### src/rtl/div_seq_pkg.sv
`default_nettype none
//============================================================================
// Package  : div_seq_pkg
// Purpose  : Shared definitions for the sequential divider: FSM state
//            encodings, default operand width and the DIV/DIVU control
//            constants that EX decode drives onto signed_div_i.
// Revision : 1.0 - initial release
//============================================================================
package div_seq_pkg;

    localparam int c_div_width = 32;

    // Value of signed_div_i for each divide flavour
    localparam logic c_op_div  = 1'b1;   // DIV  : two's complement
    localparam logic c_op_divu = 1'b0;   // DIVU : unsigned

    typedef enum logic [1:0] {
        S_FREE   = 2'b00,
        S_BYZERO = 2'b01,
        S_ON     = 2'b10,
        S_END    = 2'b11
    } div_state_t;

endpackage : div_seq_pkg
`default_nettype wire

### src/rtl/div_step.sv
`default_nettype none
//============================================================================
// Module   : div_step
// Purpose  : One radix-2 restoring division iteration (combinational).
//            Shifts {rem,quot} left by one, trial-subtracts the divisor from
//            the widened remainder and keeps the difference when it is
//            non-negative, setting the new quotient bit.
// Ports    : i_partial  {rem,quot} before the step
//            i_divisor  divisor magnitude
//            o_next     {rem,quot} after the step
// Revision : 1.0 - initial release
//============================================================================
module div_step #(
    parameter int WIDTH = 32
) (
    input  logic [2*WIDTH-1:0] i_partial,
    input  logic [WIDTH-1:0]   i_divisor,
    output logic [2*WIDTH-1:0] o_next
);

    logic [WIDTH:0]   w_rem_shift;
    logic [WIDTH-1:0] w_quot_shift;
    logic [WIDTH:0]   w_trial;

    // Remainder is widened by one bit so the shifted value cannot overflow
    // before the trial subtraction.
    assign w_rem_shift  = {i_partial[2*WIDTH-1:WIDTH], i_partial[WIDTH-1]};
    assign w_quot_shift = {i_partial[WIDTH-2:0], 1'b0};
    assign w_trial      = w_rem_shift - {1'b0, i_divisor};

    // rem < divisor always holds, so a kept (restored) remainder fits WIDTH
    // bits and the trial MSB is a clean borrow flag.
    always_comb begin
        if (!w_trial[WIDTH]) begin
            o_next = {w_trial[WIDTH-1:0], w_quot_shift[WIDTH-1:1], 1'b1};
        end else begin
            o_next = {w_rem_shift[WIDTH-1:0], w_quot_shift};
        end
    end

endmodule : div_step
`default_nettype wire

### src/rtl/div_seq.sv
`default_nettype none
//============================================================================
// Module   : div_seq
// Purpose  : Multi-cycle radix-2 restoring divider for DIV/DIVU in EX.
//            Result goes to HI/LO as {remainder, quotient}. Stalls IF..EX
//            while a division is in flight.
// Ports    : clk, rst          clock, synchronous active-high reset
//            signed_div_i      1 = DIV, 0 = DIVU
//            opdata1_i/2_i     dividend / divisor (sampled in FREE only)
//            start_i           held high by EX until ready_o seen
//            annul_i           abort, wins over start_i
//            result_o          {remainder, quotient}, registered
//            ready_o           result valid, registered
//            stall_req_o       combinational pipeline stall request
// Revision : 1.0 - initial release
//============================================================================
module div_seq
    import div_seq_pkg::*;
#(
    parameter int WIDTH = c_div_width
) (
    input  logic               clk,
    input  logic               rst,
    input  logic               signed_div_i,
    input  logic [WIDTH-1:0]   opdata1_i,
    input  logic [WIDTH-1:0]   opdata2_i,
    input  logic               start_i,
    input  logic               annul_i,
    output logic [2*WIDTH-1:0] result_o,
    output logic               ready_o,
    output logic               stall_req_o
);

    localparam int                 c_cnt_w    = $clog2(WIDTH) + 1;
    localparam logic [c_cnt_w-1:0] c_cnt_last = c_cnt_w'(WIDTH);

    div_state_t           r_state,    w_state_nxt;
    logic [c_cnt_w-1:0]   r_cnt,      w_cnt_nxt;
    logic [2*WIDTH-1:0]   r_work,     w_work_nxt;
    logic [WIDTH-1:0]     r_divisor,  w_divisor_nxt;
    logic                 r_neg_quot, w_neg_quot_nxt;
    logic                 r_neg_rem,  w_neg_rem_nxt;
    logic [2*WIDTH-1:0]   r_result,   w_result_nxt;
    logic                 r_ready,    w_ready_nxt;

    logic [2*WIDTH-1:0]   w_step;
    logic [WIDTH-1:0]     w_abs_dvd;
    logic [WIDTH-1:0]     w_abs_dvs;
    logic [WIDTH-1:0]     w_quot_fix;
    logic [WIDTH-1:0]     w_rem_fix;
    logic                 w_dvd_neg;
    logic                 w_dvs_neg;

    div_step #(
        .WIDTH (WIDTH)
    ) u_step (
        .i_partial (r_work),
        .i_divisor (r_divisor),
        .o_next    (w_step)
    );

    // Magnitudes: negating 0x80..0 yields the same pattern, which is exactly
    // 2^(WIDTH-1) when read as unsigned, so no special case is needed.
    assign w_dvd_neg = signed_div_i & opdata1_i[WIDTH-1];
    assign w_dvs_neg = signed_div_i & opdata2_i[WIDTH-1];
    assign w_abs_dvd = w_dvd_neg ? -opdata1_i : opdata1_i;
    assign w_abs_dvs = w_dvs_neg ? -opdata2_i : opdata2_i;

    // Remainder takes the dividend's sign; quotient is negative when signs
    // differ. -2^31 / -1 wraps naturally to 0x80000000.
    assign w_quot_fix = r_neg_quot ? -r_work[WIDTH-1:0]       : r_work[WIDTH-1:0];
    assign w_rem_fix  = r_neg_rem  ? -r_work[2*WIDTH-1:WIDTH] : r_work[2*WIDTH-1:WIDTH];

    assign stall_req_o = start_i & ~annul_i & (r_state != S_END);
    assign result_o    = r_result;
    assign ready_o     = r_ready;

    always_comb begin
        w_state_nxt    = r_state;
        w_cnt_nxt      = r_cnt;
        w_work_nxt     = r_work;
        w_divisor_nxt  = r_divisor;
        w_neg_quot_nxt = r_neg_quot;
        w_neg_rem_nxt  = r_neg_rem;
        w_result_nxt   = r_result;
        w_ready_nxt    = r_ready;

        case (r_state)
            S_FREE: begin
                w_ready_nxt  = 1'b0;
                w_result_nxt = '0;
                if (start_i && !annul_i) begin
                    if (opdata2_i == '0) begin
                        w_state_nxt = S_BYZERO;
                    end else begin
                        w_work_nxt     = {{WIDTH{1'b0}}, w_abs_dvd};
                        w_divisor_nxt  = w_abs_dvs;
                        w_neg_quot_nxt = w_dvd_neg ^ w_dvs_neg;
                        w_neg_rem_nxt  = w_dvd_neg;
                        w_cnt_nxt      = '0;
                        w_state_nxt    = S_ON;
                    end
                end
            end

            S_BYZERO: begin
                w_result_nxt = '0;
                w_ready_nxt  = 1'b1;
                w_state_nxt  = S_END;
            end

            S_ON: begin
                // A withdrawn start is handled the same as an annul.
                if (annul_i || !start_i) begin
                    w_state_nxt  = S_FREE;
                    w_ready_nxt  = 1'b0;
                    w_result_nxt = '0;
                end else if (r_cnt != c_cnt_last) begin
                    w_work_nxt = w_step;
                    w_cnt_nxt  = r_cnt + 1'b1;
                end else begin
                    w_result_nxt = {w_rem_fix, w_quot_fix};
                    w_ready_nxt  = 1'b1;
                    w_state_nxt  = S_END;
                end
            end

            S_END: begin
                if (annul_i || !start_i) begin
                    w_state_nxt  = S_FREE;
                    w_ready_nxt  = 1'b0;
                    w_result_nxt = '0;
                end
            end

            default: begin
                w_state_nxt  = S_FREE;
                w_ready_nxt  = 1'b0;
                w_result_nxt = '0;
            end
        endcase
    end

    always_ff @(posedge clk) begin
        if (rst) begin
            r_state    <= S_FREE;
            r_cnt      <= '0;
            r_work     <= '0;
            r_divisor  <= '0;
            r_neg_quot <= 1'b0;
            r_neg_rem  <= 1'b0;
            r_result   <= '0;
            r_ready    <= 1'b0;
        end else begin
            r_state    <= w_state_nxt;
            r_cnt      <= w_cnt_nxt;
            r_work     <= w_work_nxt;
            r_divisor  <= w_divisor_nxt;
            r_neg_quot <= w_neg_quot_nxt;
            r_neg_rem  <= w_neg_rem_nxt;
            r_result   <= w_result_nxt;
            r_ready    <= w_ready_nxt;
        end
    end

endmodule : div_seq
`default_nettype wire
### config.mk
export PLATFORM = sky130hd
export DESIGN_NAME = div_seq
export DESIGN_NICKNAME = d
export VERILOG_FILES = /design/src/rtl/div_seq_pkg.sv /design/src/rtl/div_step.sv /design/src/rtl/div_seq.sv
export SDC_FILE = /design/constraint.sdc
export NUM_CORES = 1
export LEC_CHECK = 0
export CORE_UTILIZATION = 35
export CTS_BUF_LIST = sky130_fd_sc_hd__clkbuf_16
export DETAILED_ROUTE_END_ITERATION = 10
export PLACE_DENSITY = 0.54
export SLEW_MARGIN = 20
export SYNTH_ARGS = -nofsm -noshare
export SYNTH_HDL_FRONTEND = slang
export SYNTH_SLANG_ARGS = --single-unit
### constraint.sdc
create_clock -name clk -period 3.1 [get_ports clk]
set_input_delay 0.62 -clock clk [delete_from_list [all_inputs] [get_ports clk]]
set_output_delay 0.62 -clock clk [all_outputs]
set_load 0.02 [all_outputs]
After elaboration in Yosys (flattened, before gate mapping):

Index checks and enable logic that the tools add are counted.

* add/sub/neg operators: 6
* eq/ne operators: 11
* multiplexer cells: 29
* bitwise operators: 7
* reduce and logical (&&, ||, !) cells: 12

Operators with widths (count)
* $mux 64: 8
* $pmux 64 s3: 1
* $mux 32: 4
* $neg 32->32: 4
* $pmux 64 s2: 1
* $sub 33x32->33: 1
* $logic_not 32->1: 1
* $mux 6: 4
* $ne 2x2->1 const B: 6
* $pmux 6 s2: 1
* $mux 2: 5
* $pmux 2 s4: 1
* $add 6x1->6 const B: 1
* $ne 6x6->1 const B: 1
* $reduce_and 3->1: 2
* $reduce_and 5->1: 1
* $and 1x1->1: 4
* $eq 2x2->1 const B: 2
* $pmux 1 s4: 1
* $mux 1: 3
* $ne 3x3->1 const B: 1
* $eq 2x1->1 const B: 1
* $logic_not 1->1: 2
* $logic_not 2->1: 1
* 7 further kinds: 8

* flip-flop bits (word level): 171
* bits of input ports: 69
* word-level logic and storage cells: 73

Depth between registers and ports, before layout:

Gate-level depths: netlist of the first run.

* word-level depth: 5
* gate-level depth with buffers: 13
* depth with buffers taken out: 12

Modules after synthesis:

Synthesis of the first run repeated with hierarchy kept, for this count alone.

* cells, all modules: 1477
* area total of the unflattened synthesis: 11583.6 µm²

Modules (own cells, without submodules)
* div_seq: times used 1, cells each 1141, area each 8992.4 µm², seq. area each 3423.3 µm²
* div_step: times used 1, cells each 336, area each 2591.2 µm², seq. area each 0.0 µm²

Worst setup path before layout of the first run:

OpenSTA, ideal clock, no wires.

* path type: reg-to-reg
* from: register r_work[56]
* to: register r_work[43]
* data arrival time: 2785 ps
* required time: 2973 ps
* slack: 187 ps
* stages on the path, launching flop included: 12
* period minus slack after synthesis: 2913 ps
* path through: dfxtp_1 -> ha_1 -> a21o_1 -> a21o_1 -> a21o_1 -> a221o_1 -> a21o_1 -> a41o_4 -> xnor2_4 -> buf_6 -> mux2i_1 -> o21ai_1

* longest elaborated chain between the ends: 5

Ends and longest elaborated chain
* start, declared: line div_seq.sv:39 `logic [2*WIDTH-1:0] r_work, w_work_nxt;`
* start signal, assigned: line div_seq.sv:157 `r_work <= w_work_nxt;`
* $sub 33x32->33: line div_step.sv:29 `assign w_trial = w_rem_shift - {1'b0, i_divisor};`
* $mux 64: line div_step.sv:34 `if (!w_trial[WIDTH]) begin`
* $mux 64: line div_seq.sv:118 `end else if (r_cnt != c_cnt_last) begin`
* $mux 64: line div_seq.sv:114 `if (annul_i || !start_i) begin`
* $pmux 64 s2: line div_seq.sv:88 `case (r_state)`

Every way passes these cells. The select of a mux whose other input is x is not followed.
A chain may end at the register's enable or synchronous reset.

Worst setup path in the final report of the first run:

* from: register r_work[56]
* to: register r_work[32]

Same word-level chain as after synthesis.

==> results.cfg, run 1 <==
[route]
drt_iter0_markers = 897
ant_nets = 0
wl_per_cell_um = 16.1
wl_um = 33000
dr.pass1.iters = 5
vias_per_cell = 5.16
dr_total_vias = 10600
drcViolationCount = 0

[clocking]
clkTransAtPathRegs_ns = 0.07
htreeDepth = 4
insertion_delay_ns = 0.45
cts_sinks = 171
numCtsBuffers = 17
cts_tree = yes
cts_root_buffer = clkbuf_16
cts_max_path_buffers = 2

[yosys]
ys_warn_count = 0
seq_area_frac_synth_pct = 31.3
synth.top_cell.area_share_pct = 31.3
async_flop_share_pct = 0
synth.distinct_cells = 70
syn_nets = 1533
synth-main-ff-cell = dfxtp_1
netlist_instances = 1420
synthTopCellsByArea = dfxtp_1, xnor2_1, nand2_1
syn_area_sq_um = 10900
yosys-top-cells-count = nand2_1, dfxtp_1, nor2_1
synth_edf_count = 0
syn_area_per_cell_sq_um = 7.71
ys_ff_latch = 171
yosysMostFrequentCell = nand2_1
yosysTopAreaCell = dfxtp_1

[power_and_ir_drop]
powerDensity_nw_per_um2 = 527
vdd_drop_max_uv = 434
cellLeakagePower_nw = 5.59

[timing]
max_slew_margin_pct = 36.6
max_freq_mhz = 335
fin_crit_sh_pct = 96.3
skew_ns = 0.0125
fin_tns_setup_ns = 0
rsz0062_at_grt = no
finalSetupViolations = 0
whs_ns = 0.452
period_minus_slack_ns = 2.99
tightest_slew_ns = 0.950
drv_slew = 0
finalHoldViolations = 0
worst_slack_ns = 0.114

[cells_and_area]
layout-drive-gt1-share_pct = 12.8
diodes = 0
nNetsFinal = 1759
stdcell_count = 2055
n_fill_cell = 3072
syn2layout_area_growth_pct = 30.9
fin_area_sq_um = 14300

[floorplanning]
die-area_sq_um = 32000
ios = 135
die_h_um = 179
core_sq_um = 30700
chipWidth_um = 179
initial_core_util_pct = 35.7
row_count = 64

[placed_design]
placed_area_sq_um = 13700
dp.cells = 2020
hpwlAfterDp_um = 25800
port_buffers = 134
gp_congestion = 0.884
dp_slack_ns = -0.305

[grt]
antenna_found_initial = 0
grt_pass1_wl_um = 52400
track_usage_pct = 20.9
grt_overflow = 0
grt_pass1_vias = 9434
grt_max_degree = 58

[setup_path]
crit_type = reg -> reg
critPathLaunch = r_work[56]
reg2reg_from = r_work[56]
cp_max_fo = 14
required_ns = 3.43
arrival_ns = 3.32
worst_setup_path_start_kind = flop
cp-end-kind = flop

[worst_hold_path]
hold_start = result_o[58]
hp-class = reg -> reg

[outcome]
status = completed

[flow_run]
cap_violations = 0
[placed cells by master (no fill, tap or decap), drive strengths merged, types with 62 or more instances in the layout]
cell	instances
a21oi	94
o21ai	125
buf	151
inv	62
dfxtp	171
nand2	184
xnor2	83
nor2	148
xor2	68
clkdlybuf4s50	133
[worst paths after layout]
kind	end	slack (ns)	cells past startpoint
max reg2reg	r_work[32]	0.11	11
min reg2reg	result_o[58]	0.45	2
min	result_o[58]	0.45	2
max	r_work[32]	0.11	11
[cell families (layout without fill, tap and decap cells)]
family	after synthesis	after routing	share of synthesized area, %
AO/OA/AOI/OAI	407	407	23.7
XOR/XNOR	151	151	12.3
buffers and inverters	134	373	4.88
flip-flops	171	171	31.3
AND/OR/NAND/NOR	489	489	20.5
adder cells (fa/ha/maj)	44	44	5.10
multiplexers	24	24	2.19
[sequential cells by signal, indices dropped and copies added (netlist names)]
register,flops
r_cnt,6
r_state,2
r_neg_rem,1
r_divisor,32
result_o,64
r_neg_quot,1
r_work,64
ready_o,1
[routing by layer]
layer  part of all wire (%)  track usage [%]  vias up
met5                      0                0        -
met4                   0.88             4.48        0
met3                    5.1             3.01       21
met2                     39             27.1      295
met1                     55             34.7     4799
li1                       -                -     5479
[power breakdown]
group / total [mW] / switching [mW] / internal [mW]
sequential: 2.56 / 0.186 / 2.38
combinational: 2.81 / 1.67 / 1.14
clock: 2.19 / 0.988 / 1.20
total: 7.56 / 2.84 / 4.72
[final cells by class]
type | count | area, sq um | share of cell area [%]
clock buffers | 17 | 425 | 2.97
clock inverters | 15 | 160 | 1.12
inverters | 56 | 210 | 1.47
multi-input cells | 1115 | 7070 | 49.4
flip-flops and latches | 171 | 3420 | 23.9
well taps | 396 | 495 | 3.46
repair buffers | 285 | 2540 | 17.7
[per-stage QoR]
| stage | util [%] | power (mW) |
|---|---|---|
| 2_1_floorplan | - | 4.39 |
| 3_3_place_gp | 44.5 | 5.31 |
| 3_5_place_dp | 44.5 | 5.34 |
| 4_1_cts | 46.5 | 7.53 |
| 5_1_grt | 46.7 | 8.03 |
| 6_report | 46.7 | 7.56 |
[worst max-delay path, stage by stage, from the launching register on]
cell and delay [ns]:
dfxtp_1 0.35, ha_1 0.32, a21o_1 0.18, a21o_1 0.18, a21o_1 0.20, a221o_1 0.37
a21o_1 0.17, a41o_4 0.30, xnor2_4 0.23, buf_12 0.21, nand2_1 0.08, a32o_1 0.25
[repair_timing]
action,4_1_cts,5_1_grt
buffers inserted,0,2
gates resized for setup,1,12
pin swaps,0,2
gates cloned,0,1
endpoints found under the setup margin,2,29
hold buffers,0,0
Note: power is estimated with default switching activity, not from simulation.
==> run 2: changes to the inputs <==
Settings changed: CORE_ASPECT_RATIO set to 1.1.
==> results.cfg, run 2 (synthesized netlist as in run 1, its figures left out) <==
[route]
wl_met1_um = 15000
wl_per_cell_um = 15.7
ant_nets = 0
dr.pass1.iters = 5
top_layer = met5
wl_um = 32400
dr_total_vias = 10600
routed-wl-met3_um = 1050
met2WireLength_um = 15800
vias_per_cell = 5.12
drcViolationCount = 0
drt_iter0_markers = 490

[power_and_ir_drop]
cellLeakagePower_nw = 5.55
powerDensity_nw_per_um2 = 511
vdd_drop_max_uv = 396
power_mw = 7.33

[clocking]
cts_tree = yes
cts_sinks = 171
cts_hold_buf = 0
cts_root_buffer = clkbuf_16
htreeDepth = 4
clkTransAtPathRegs_ns = 0.06
insertion_delay_ns = 0.43
numCtsBuffers = 17
cts_max_path_buffers = 2

[cells_and_area]
syn2layout_area_growth_pct = 30.9
final_util_pct = 46.8
layout_common_cells = nand2_1, dfxtp_1, nor2_1
nNetsFinal = 1752
fin_area_sq_um = 14300
n_fill_cell = 3066
layout-drive-gt1-share_pct = 12.8
final_common_cell = nand2_1

[floorplanning]
die_h_um = 187
die-area_sq_um = 32000
chipWidth_um = 171
initial_core_util_pct = 35.8
ios = 135
core_sq_um = 30600
row_count = 67

[grt]
grt_overflow = 0
grt_max_degree = 61
track_usage_pct = 20.6
grt_pass1_vias = 10000
antenna_found_initial = 3
grt_pass1_wl_um = 52200

[timing]
max_slew_margin_pct = 33.9
finalSetupViolations = 0
fin_crit_sh_pct = 95.6
skew_ns = 0.0130
finalHoldViolations = 0
fin_tns_setup_ns = 0
period_minus_slack_ns = 2.96
tightest_slew_ns = 0.990
drv_slew = 0
max_freq_mhz = 337

[setup_path]
reg2reg_from = r_divisor[25]
arrival_ns = 3.29
crit_type = reg -> reg
r2r_setup_slack_ns = 0.14
reg2reg_depth = 12
worst_setup_path_start_kind = flop
cp-end-kind = flop
required_ns = 3.42
cp_max_fo = 8
r2r-end = r_work[32]

[placed_design]
hpwlAfterDp_um = 25200
port_buffers = 134
gp_congestion = 0.870
placed_area_sq_um = 13700

[worst_hold_path]
hold_start = result_o[63]
whs_endpoint = result_o[63]
hold_depth = 2
hp-class = reg -> reg

[flow_run]
cap_violations = 0

[outcome]
status = completed
==> run 2: cell types whose count changed in the layout (fill, tap and decap cells not counted), moves of 2 or more <==
cell / change
buf_12: +6
buf_4: -12
bufinv_16: -2
clkinv_2: +6
clkinv_4: -2
diode_2: +2
ha_1: -3
ha_2: +3
==> run 2: critical path: stages (launching register included) <==
cell     delay [ns]
dfxtp_1        0.30
inv_1          0.13
ha_1           0.27
a21o_1         0.18
a21o_1         0.16
a21o_1         0.19
a221o_1        0.36
a21o_1         0.16
a41o_4         0.28
xnor2_4        0.31
buf_12         0.19
nand2_1        0.06
a32o_1         0.24
==> run 2: what timing repair did <==
action | in CTS | in global routing
buffers inserted | 0 | 1
gates cloned | 0 | 1
gates resized for setup | 2 | 15
pin swaps | 1 | 4
endpoints found under the setup margin | 20 | 33
==> run 2: metrics by stage <==
stage | worst slack [ns] | std cells | hold WS [ns]
floorplan | 0.187 | 1420 | 0.432
global placement | -0.255 | 2032 | 0.435
finish | 0.136 | 2068 | 0.451
global route | -0.0129 | 2066 | 0.477
CTS | 0.0146 | 2064 | 0.457
detailed placement | -0.283 | 2032 | 0.442
==> run 2: worst max-delay path by stage <==
| stage | start | endpoint | slack, ns | cells after the start |
|---|---|---|---|---|
| floorplan | r_work[56] | r_work[43] | 0.19 | 11 |
| global placement | opdata2_i[10] | r_divisor[1] | -0.25 | 10 |
| detailed placement | opdata1_i[9] | r_work[31] | -0.28 | 10 |
| CTS | r_work[31] | r_work[32] | 0.01 | 13 |
| global route | r_work[31] | r_work[35] | -0.01 | 13 |
| finish | r_divisor[25] | r_work[32] | 0.14 | 12 |
==> run 2: final cells by class <==
class | instances | area, sq um | area share, %
Antenna cell | 2 | 5.00 | 0.0349
Tap cell | 414 | 518 | 3.61
Sequential cell | 171 | 3420 | 23.9
Inverter | 56 | 210 | 1.47
Timing Repair Buffer | 278 | 2560 | 17.9
Clock buffer | 17 | 425 | 2.97
Multi-Input combinational cell | 1115 | 7090 | 49.5
Clock inverter | 15 | 96.3 | 0.672
==> run 2: routing by layer <==
layer,up-vias,track usage (%)
li1,5463,-
met1,4912,26.4
met2,177,35.3
met3,28,3.07
met4,2,6.34
met5,-,0
==> run 2: power by group <==
group | total [mW] | switching [mW] | internal (mW)
combinational | 2.82 | 1.63 | 1.19
sequential | 2.55 | 0.173 | 2.38
clock | 1.96 | 0.935 | 1.02
total | 7.33 | 2.74 | 4.59
==> run 3: changes to the inputs <==
Settings changed: SLEW_MARGIN 20 to 30.
==> results of run 3 <==
Final layout, timing and power as in run 2 (identical DEF).
